==> config.mk <==
export PLATFORM = sky130hd
export DESIGN_NAME = decode_queue
export DESIGN_NICKNAME = d
export VERILOG_FILES = /design/src/rtl/decode_queue.sv
export SDC_FILE = /design/constraint.sdc
export NUM_CORES = 1
export LEC_CHECK = 0
export CAP_MARGIN = 20
export CORE_AREA = 2 2 187 189
export CTS_CLUSTER_DIAMETER = 100
export CTS_CLUSTER_SIZE = 14
export DETAILED_ROUTE_END_ITERATION = 8
export DIE_AREA = 0 0 189 191
export PLACE_DENSITY = 0.74
export SYNTH_ARGS = -nofsm -noshare
export SYNTH_HDL_FRONTEND = slang
export SYNTH_SLANG_ARGS = --single-unit
==> constraint.sdc <==
create_clock -name clock -period 4.5 [get_ports clock]
set_clock_uncertainty 0.2 [all_clocks]
set_input_delay 0.9 -clock clock [delete_from_list [all_inputs] [get_ports clock]]
set_output_delay 0.9 -clock clock [all_outputs]
set_load 0.02 [all_outputs]
==> src/rtl/decode_queue.sv <==
// Buffered RV32 pre-decoder: each accepted word is decoded on entry and held,
// with its decode, in a DEPTH-entry FIFO drained by a valid/ready handshake.
module decode_queue #(
  parameter int DEPTH    = 4,
  parameter bit EMBEDDED = 1'b0,
  parameter bit MULDIV   = 1'b1
) (
  input  logic                   clock,
  input  logic                   reset,
  input  logic                   flush,
  input  logic                   in_valid,
  output logic                   in_ready,
  input  logic [31:0]            in_pc,
  input  logic [31:0]            in_instr,
  output logic                   out_valid,
  input  logic                   out_ready,
  output logic [31:0]            out_pc,
  output logic [31:0]            out_instr,
  output logic [31:0]            out_imm,
  output logic [4:0]             out_waddr,
  output logic [4:0]             out_raddr1,
  output logic [4:0]             out_raddr2,
  output logic                   out_wren,
  output logic                   out_rden1,
  output logic                   out_rden2,
  output logic [3:0]             out_class,
  output logic                   out_illegal,
  output logic [$clog2(DEPTH):0] count
);

  localparam int AW = $clog2(DEPTH);
  localparam int CW = AW + 1;
  localparam logic [CW-1:0] FULL = CW'(DEPTH);

  localparam logic [6:0] OPC_LUI    = 7'b0110111;
  localparam logic [6:0] OPC_AUIPC  = 7'b0010111;
  localparam logic [6:0] OPC_JAL    = 7'b1101111;
  localparam logic [6:0] OPC_JALR   = 7'b1100111;
  localparam logic [6:0] OPC_BRANCH = 7'b1100011;
  localparam logic [6:0] OPC_LOAD   = 7'b0000011;
  localparam logic [6:0] OPC_STORE  = 7'b0100011;
  localparam logic [6:0] OPC_OPIMM  = 7'b0010011;
  localparam logic [6:0] OPC_OP     = 7'b0110011;
  localparam logic [6:0] OPC_FENCE  = 7'b0001111;
  localparam logic [6:0] OPC_SYSTEM = 7'b1110011;

  localparam logic [3:0] CLS_ALU    = 4'd0;
  localparam logic [3:0] CLS_LUI    = 4'd1;
  localparam logic [3:0] CLS_AUIPC  = 4'd2;
  localparam logic [3:0] CLS_JAL    = 4'd3;
  localparam logic [3:0] CLS_JALR   = 4'd4;
  localparam logic [3:0] CLS_BRANCH = 4'd5;
  localparam logic [3:0] CLS_LOAD   = 4'd6;
  localparam logic [3:0] CLS_STORE  = 4'd7;
  localparam logic [3:0] CLS_MULDIV = 4'd8;
  localparam logic [3:0] CLS_CSR    = 4'd9;
  localparam logic [3:0] CLS_FENCE  = 4'd10;
  localparam logic [3:0] CLS_SYSTEM = 4'd11;
  localparam logic [3:0] CLS_ILL    = 4'd15;

  typedef struct packed {
    logic [31:0] pc;
    logic [31:0] instr;
    logic [31:0] imm;
    logic        wren;
    logic        rden1;
    logic        rden2;
    logic [3:0]  cls;
    logic        illegal;
  } entry_t;

  // ---------------------------------------------------------------- decode
  logic [6:0]  opc;
  logic [2:0]  f3;
  logic [6:0]  f7;
  logic [11:0] f12;
  logic [4:0]  rd;
  logic [4:0]  rs1;
  logic [4:0]  rs2;
  logic [31:0] imm_i;
  logic [31:0] imm_s;
  logic [31:0] imm_b;
  logic [31:0] imm_u;
  logic [31:0] imm_j;

  assign opc   = in_instr[6:0];
  assign rd    = in_instr[11:7];
  assign f3    = in_instr[14:12];
  assign rs1   = in_instr[19:15];
  assign rs2   = in_instr[24:20];
  assign f7    = in_instr[31:25];
  assign f12   = in_instr[31:20];
  assign imm_i = {{20{in_instr[31]}}, in_instr[31:20]};
  assign imm_s = {{20{in_instr[31]}}, in_instr[31:25], in_instr[11:7]};
  assign imm_b = {{19{in_instr[31]}}, in_instr[31], in_instr[7], in_instr[30:25],
                  in_instr[11:8], 1'b0};
  assign imm_u = {in_instr[31:12], 12'b0};
  assign imm_j = {{11{in_instr[31]}}, in_instr[31], in_instr[19:12], in_instr[20],
                  in_instr[30:21], 1'b0};

  logic [3:0]  dec_cls;
  logic [31:0] dec_imm;
  logic        dec_wr;
  logic        dec_r1;
  logic        dec_r2;
  logic        dec_bad;
  logic        reg_bad;
  logic        dec_ill;
  entry_t      dec_entry;

  always_comb begin
    dec_cls = CLS_ALU;
    dec_imm = '0;
    dec_wr  = 1'b0;
    dec_r1  = 1'b0;
    dec_r2  = 1'b0;
    dec_bad = 1'b0;
    case (opc)
      OPC_LUI:   begin dec_cls = CLS_LUI;   dec_imm = imm_u; dec_wr = 1'b1; end
      OPC_AUIPC: begin dec_cls = CLS_AUIPC; dec_imm = imm_u; dec_wr = 1'b1; end
      OPC_JAL:   begin dec_cls = CLS_JAL;   dec_imm = imm_j; dec_wr = 1'b1; end
      OPC_JALR: begin
        dec_cls = CLS_JALR;
        dec_imm = imm_i;
        dec_wr  = 1'b1;
        dec_r1  = 1'b1;
      end
      OPC_BRANCH: begin
        dec_cls = CLS_BRANCH;
        dec_imm = imm_b;
        dec_r1  = 1'b1;
        dec_r2  = 1'b1;
        dec_bad = (f3 == 3'd2) || (f3 == 3'd3);
      end
      OPC_LOAD: begin
        dec_cls = CLS_LOAD;
        dec_imm = imm_i;
        dec_wr  = 1'b1;
        dec_r1  = 1'b1;
        dec_bad = (f3 == 3'd3) || (f3 == 3'd6) || (f3 == 3'd7);
      end
      OPC_STORE: begin
        dec_cls = CLS_STORE;
        dec_imm = imm_s;
        dec_r1  = 1'b1;
        dec_r2  = 1'b1;
        dec_bad = (f3 > 3'd2);
      end
      OPC_OPIMM: begin
        dec_cls = CLS_ALU;
        dec_imm = imm_i;
        dec_wr  = 1'b1;
        dec_r1  = 1'b1;
        // only shifts constrain the upper bits; srai is the one 0x20 form
        if (f3 == 3'd1)      dec_bad = (f7 != 7'h00);
        else if (f3 == 3'd5) dec_bad = (f7 != 7'h00) && (f7 != 7'h20);
      end
      OPC_OP: begin
        dec_wr = 1'b1;
        dec_r1 = 1'b1;
        dec_r2 = 1'b1;
        case (f7)
          7'h00:   dec_cls = CLS_ALU;
          7'h20:   dec_bad = (f3 != 3'd0) && (f3 != 3'd5);
          7'h01: begin
            dec_cls = CLS_MULDIV;
            dec_bad = !MULDIV;
          end
          default: dec_bad = 1'b1;
        endcase
      end
      OPC_FENCE: begin
        dec_cls = CLS_FENCE;
        dec_imm = imm_i;
        dec_bad = (f3 > 3'd1);
      end
      OPC_SYSTEM: begin
        dec_imm = imm_i;
        if (f3 == 3'd0) begin
          dec_cls = CLS_SYSTEM;
          dec_bad = (f12 != 12'h000) && (f12 != 12'h001) &&
                    (f12 != 12'h302) && (f12 != 12'h105);
        end else if (f3 == 3'd4) begin
          dec_bad = 1'b1;
        end else begin
          // funct3[2] selects the immediate form, whose rs1 field is the operand
          dec_cls = CLS_CSR;
          dec_wr  = 1'b1;
          dec_r1  = !f3[2];
          if (f3[2]) dec_imm = {27'b0, rs1};
        end
      end
      default: dec_bad = 1'b1;
    endcase
  end

  assign reg_bad = EMBEDDED && ((dec_wr && rd[4]) || (dec_r1 && rs1[4]) || (dec_r2 && rs2[4]));
  assign dec_ill = dec_bad || reg_bad;

  always_comb begin
    dec_entry.pc      = in_pc;
    dec_entry.instr   = in_instr;
    dec_entry.imm     = dec_imm;
    dec_entry.wren    = !dec_ill && dec_wr && (rd != 5'd0);
    dec_entry.rden1   = !dec_ill && dec_r1;
    dec_entry.rden2   = !dec_ill && dec_r2;
    dec_entry.cls     = dec_ill ? CLS_ILL : dec_cls;
    dec_entry.illegal = dec_ill;
  end

  // ---------------------------------------------------------------- fifo
  logic [AW-1:0] wptr_q;
  logic [AW-1:0] wptr_d;
  logic [AW-1:0] rptr_q;
  logic [AW-1:0] rptr_d;
  logic [CW-1:0] count_q;
  logic [CW-1:0] count_d;
  logic          push;
  logic          pop;
  entry_t        mem_q [DEPTH];
  entry_t        head;

  assign in_ready  = (count_q != FULL);
  assign out_valid = (count_q != '0);
  assign count     = count_q;
  assign push      = in_valid && in_ready && !flush;
  assign pop       = out_valid && out_ready && !flush;

  always_comb begin
    wptr_d  = wptr_q;
    rptr_d  = rptr_q;
    count_d = count_q;
    if (push) wptr_d = wptr_q + AW'(1);
    if (pop)  rptr_d = rptr_q + AW'(1);
    case ({push, pop})
      2'b10:   count_d = count_q + CW'(1);
      2'b01:   count_d = count_q - CW'(1);
      default: count_d = count_q;
    endcase
  end

  always_ff @(posedge clock) begin
    if (reset || flush) begin
      wptr_q  <= '0;
      rptr_q  <= '0;
      count_q <= '0;
    end else begin
      wptr_q  <= wptr_d;
      rptr_q  <= rptr_d;
      count_q <= count_d;
    end
  end

  // storage is don't-care after reset; occupancy alone qualifies it
  always_ff @(posedge clock) begin
    if (push) mem_q[wptr_q] <= dec_entry;
  end

  assign head = mem_q[rptr_q];

  always_comb begin
    out_pc      = '0;
    out_instr   = '0;
    out_imm     = '0;
    out_waddr   = '0;
    out_raddr1  = '0;
    out_raddr2  = '0;
    out_wren    = 1'b0;
    out_rden1   = 1'b0;
    out_rden2   = 1'b0;
    out_class   = '0;
    out_illegal = 1'b0;
    if (out_valid) begin
      out_pc      = head.pc;
      out_instr   = head.instr;
      out_imm     = head.imm;
      out_waddr   = head.instr[11:7];
      out_raddr1  = head.instr[19:15];
      out_raddr2  = head.instr[24:20];
      out_wren    = head.wren;
      out_rden1   = head.rden1;
      out_rden2   = head.rden2;
      out_class   = head.cls;
      out_illegal = head.illegal;
    end
  end

endmodule
==> out/qor.csv <==
metric;value;unit
Data arrival, critical path;2.91;ns
Clock transition at path regs;0.07;ns
Vias;8945;
Synth top area share;72.59;%
Yosys Warn Count;0;
fmax;249.6;MHz
number of I/O pins;193;
clk sinks;425;
wire per inst;23.03;um
CTS tree;yes;
post-synthesis xor/xnor area fraction;0.3054;%
switching share of power;20.17;%
count of final setup violators;0;
layout cell share with drive strength beyond 1;17.08;%
critical path capture point type;output port;
clock period minus final worst setup slack;4.006;ns
Initial Util;50.44;%
Multi-input gate area;4198;um2
number of setup buffers added after CTS;0;
relative slew slack;28.97;%
share of flip-flops with an asynchronous set or reset;0;%
Worst Hold Class;reg2reg;
Cell Area, Synth;17210;um2
setup tns final;0;ns
simple-gate share of the synthesized area;7.438;%
NumNets Final;1161;
Setup WS post-layout;0.4939;ns
Seq/Total Area, Yosys;73.64;%
Startpoint Class;flop;
Hold Fails Final Rpt;0;
routed vias/inst;5.749;
DRC viols;0;
syn nets;967;
status;finished clean;
Post-synth EDFFs;416;
LEAKAGE;6.653;nW
sum of net half-perimeters after detailed placement;22720;um
WP buf/inv;2;
Iteration-0 DRC Markers;716;
library cells used by synthesis;61;
vias in the first global route;9107;
critical path required time;3.40;ns
CTS Buf Count;36;
Final Instance Area;20740;um2
CP Cell Sequence;or3_2, buf_4, and2_1, clkdlybuf4s50_1;
Internal;6.084;mW
Final Max Tran Viols;0;
initial antenna violation count;0;
RSZ-0062 raised after global routing;false;
fillcell total;2436;
clk_lat worst skew;0.51;ns
share of power burned in registers;57.8;%
clock buffer depth;3;
slowest stage delay, CP;0.87;ns
Pwr Total;7.622;mW
# rows;68;
GR Overflow Total;0;
pre-CTS setup slack;0.5672;ns
synthesized area per cell;19.29;um2
worst vdd ir;0.0002293;V
largest fanout on the critical path;49;
largest net degree at the start of global routing;62;
main combinational cell family by area after synthesis;multiplexers;
gr usage total;20.10;%
Crit path max-delay family;simple AND/OR/NAND/NOR gates;
placed cell areas;19740;um2
area grow syn2layout;20.55;%
final period utilization;89.02;%
largest cells by area after synthesis;edfxtp_1 73%, mux4_2 14%, and2_1 4.0%;
Synth Area in Adders;0.4799;%
H-tree levels;2;
Final Util;60.80;%
net switching power;1.538;mW
worst-margin pin slew;1.058;ns
Max Cap Violations;0;
post-synth top area cell;edfxtp_1;
critical path class;reg2out;
global-route wire length before repair;54200;um
PD cells;367.4;nW/um2
final WL;35840;um
clock share of power;36.7;%
mux cell area share after synthesis;13.61;%
register bit total from synthesis;425;
cell count after synthesis;892;
area taken by flip-flops and latches;12680;um2
Post-synth top flop;edfxtp_1;
Pre-Repair DR Iteration Count;5;
diode count;0;
CTS Hold Bufs;0;
# resized after CTS;0;
Antenna Nets Post-Route;0;
CTS root buffer;clkbuf_16;
Die Y;191;um
PortBufs;192;
post-synthesis compound-gate area fraction;2.494;%
GPL Wtd Cong;0.9132;
Die Wd;189;um
Combinational Power Share;5.5;%
DIE AREA;36100;um2
Worst path slowest cell;or3_2;
Core Area;34120;um2
-- synthesized netlist by cell type (all sizes together) (4+ instances only) --
library cell and count:
nor2 25, nand3 4, edfxtp 416, a21oi 11, nor4 5, ha 5, dfxtp 9, and2 110
buf 38, or3 4, nand2b 6, inv 8, nand2 36, a21o 12, a22o 4, nor2b 13
clkbuf 25, o21ai 7, mux4 104
-- worst min-delay path: stages, from the launching register on --
cell and delay, ns:
dfxtp_1 0.34, nand2_1 0.07, a21oi_1 0.05
-- final timing paths --
path	from	end	slack [ns]	cells after the start
setup / recovery	count[0]	out_imm[21]	0.49	4
hold / removal	wptr_q[1]	wptr_q[1]	0.31	2
hold reg to reg	wptr_q[1]	wptr_q[1]	0.31	2
setup reg to reg	count[0]	count[2]	1.11	9
-- cell usage in the layout (no fill, tap or decap), types with 3 or more instances in the layout --
cell type        instances
edfxtp_1               416
clkdlybuf4s50_1        192
and2_1                 106
mux4_2                 104
clkbuf_16               37
nand2_1                 36
nor2_1                  25
buf_4                   16
nor2b_1                 13
clkbuf_1                13
a21o_1                  12
a21oi_1                 11
buf_12                  11
inv_1                    7
dfxtp_1                  7
nand2b_1                 6
o21ai_0                  5
ha_1                     5
a22o_1                   4
and2_4                   4
nand3_1                  4
nor4_1                   4
xnor2_1                  3
xor2_1                   3
or3_1                    3
-- metal layers --
metal / global-route usage (%) / part of all wire (%)
met1: 28.43 / 42
met2: 32.45 / 48
met5: 0 / 0
met4: 5.769 / 2.4
met3: 3.617 / 7.6
-- cell type report --
| type | instances | share of cell area (%) |
|---|---|---|
| Inverter | 8 | 0.1568 |
| Sequential cell | 425 | 61.12 |
| Tap cell | 455 | 2.744 |
| Multi-Input combinational cell | 396 | 20.24 |
| Clock buffer | 50 | 4.698 |
| Timing Repair Buffer | 219 | 10.90 |
| Clock inverter | 3 | 0.1387 |
-- power groups by stage --
stage	Sequential (mW)	Clock, mW	Combinational (mW)
CTS	4.40	2.87	0.422
floorplan	4.49	0	0.193
global placement	4.49	0	0.414
global route	4.41	3.00	0.448
detailed placement	4.49	0	0.420
finish	4.40	2.80	0.418
-- through the flow --
stage | std cells | hold WS, ns
floorplan | 892 | 0.2692
global placement | 1503 | 0.2921
detailed placement | 1503 | 0.2977
CTS | 1556 | 0.3068
global route | 1556 | 0.3289
finish | 1556 | 0.3099
-- cell families after synthesis --
group | Yosys count
adders and majority gates | 6
muxes | 104
DFF | 425
buffers and inverters | 71
xor gates and xnor gates | 6
AOI/OAI and AO/OA | 57
and+or+nand+nor | 223
-- state kept, by name (all words and copies together), names as in the netlist, named ones only --
signal and flops:
mem_q 416, count 3, rptr_q 2, wptr_q 2
Power figures use the tool's default switching activity.
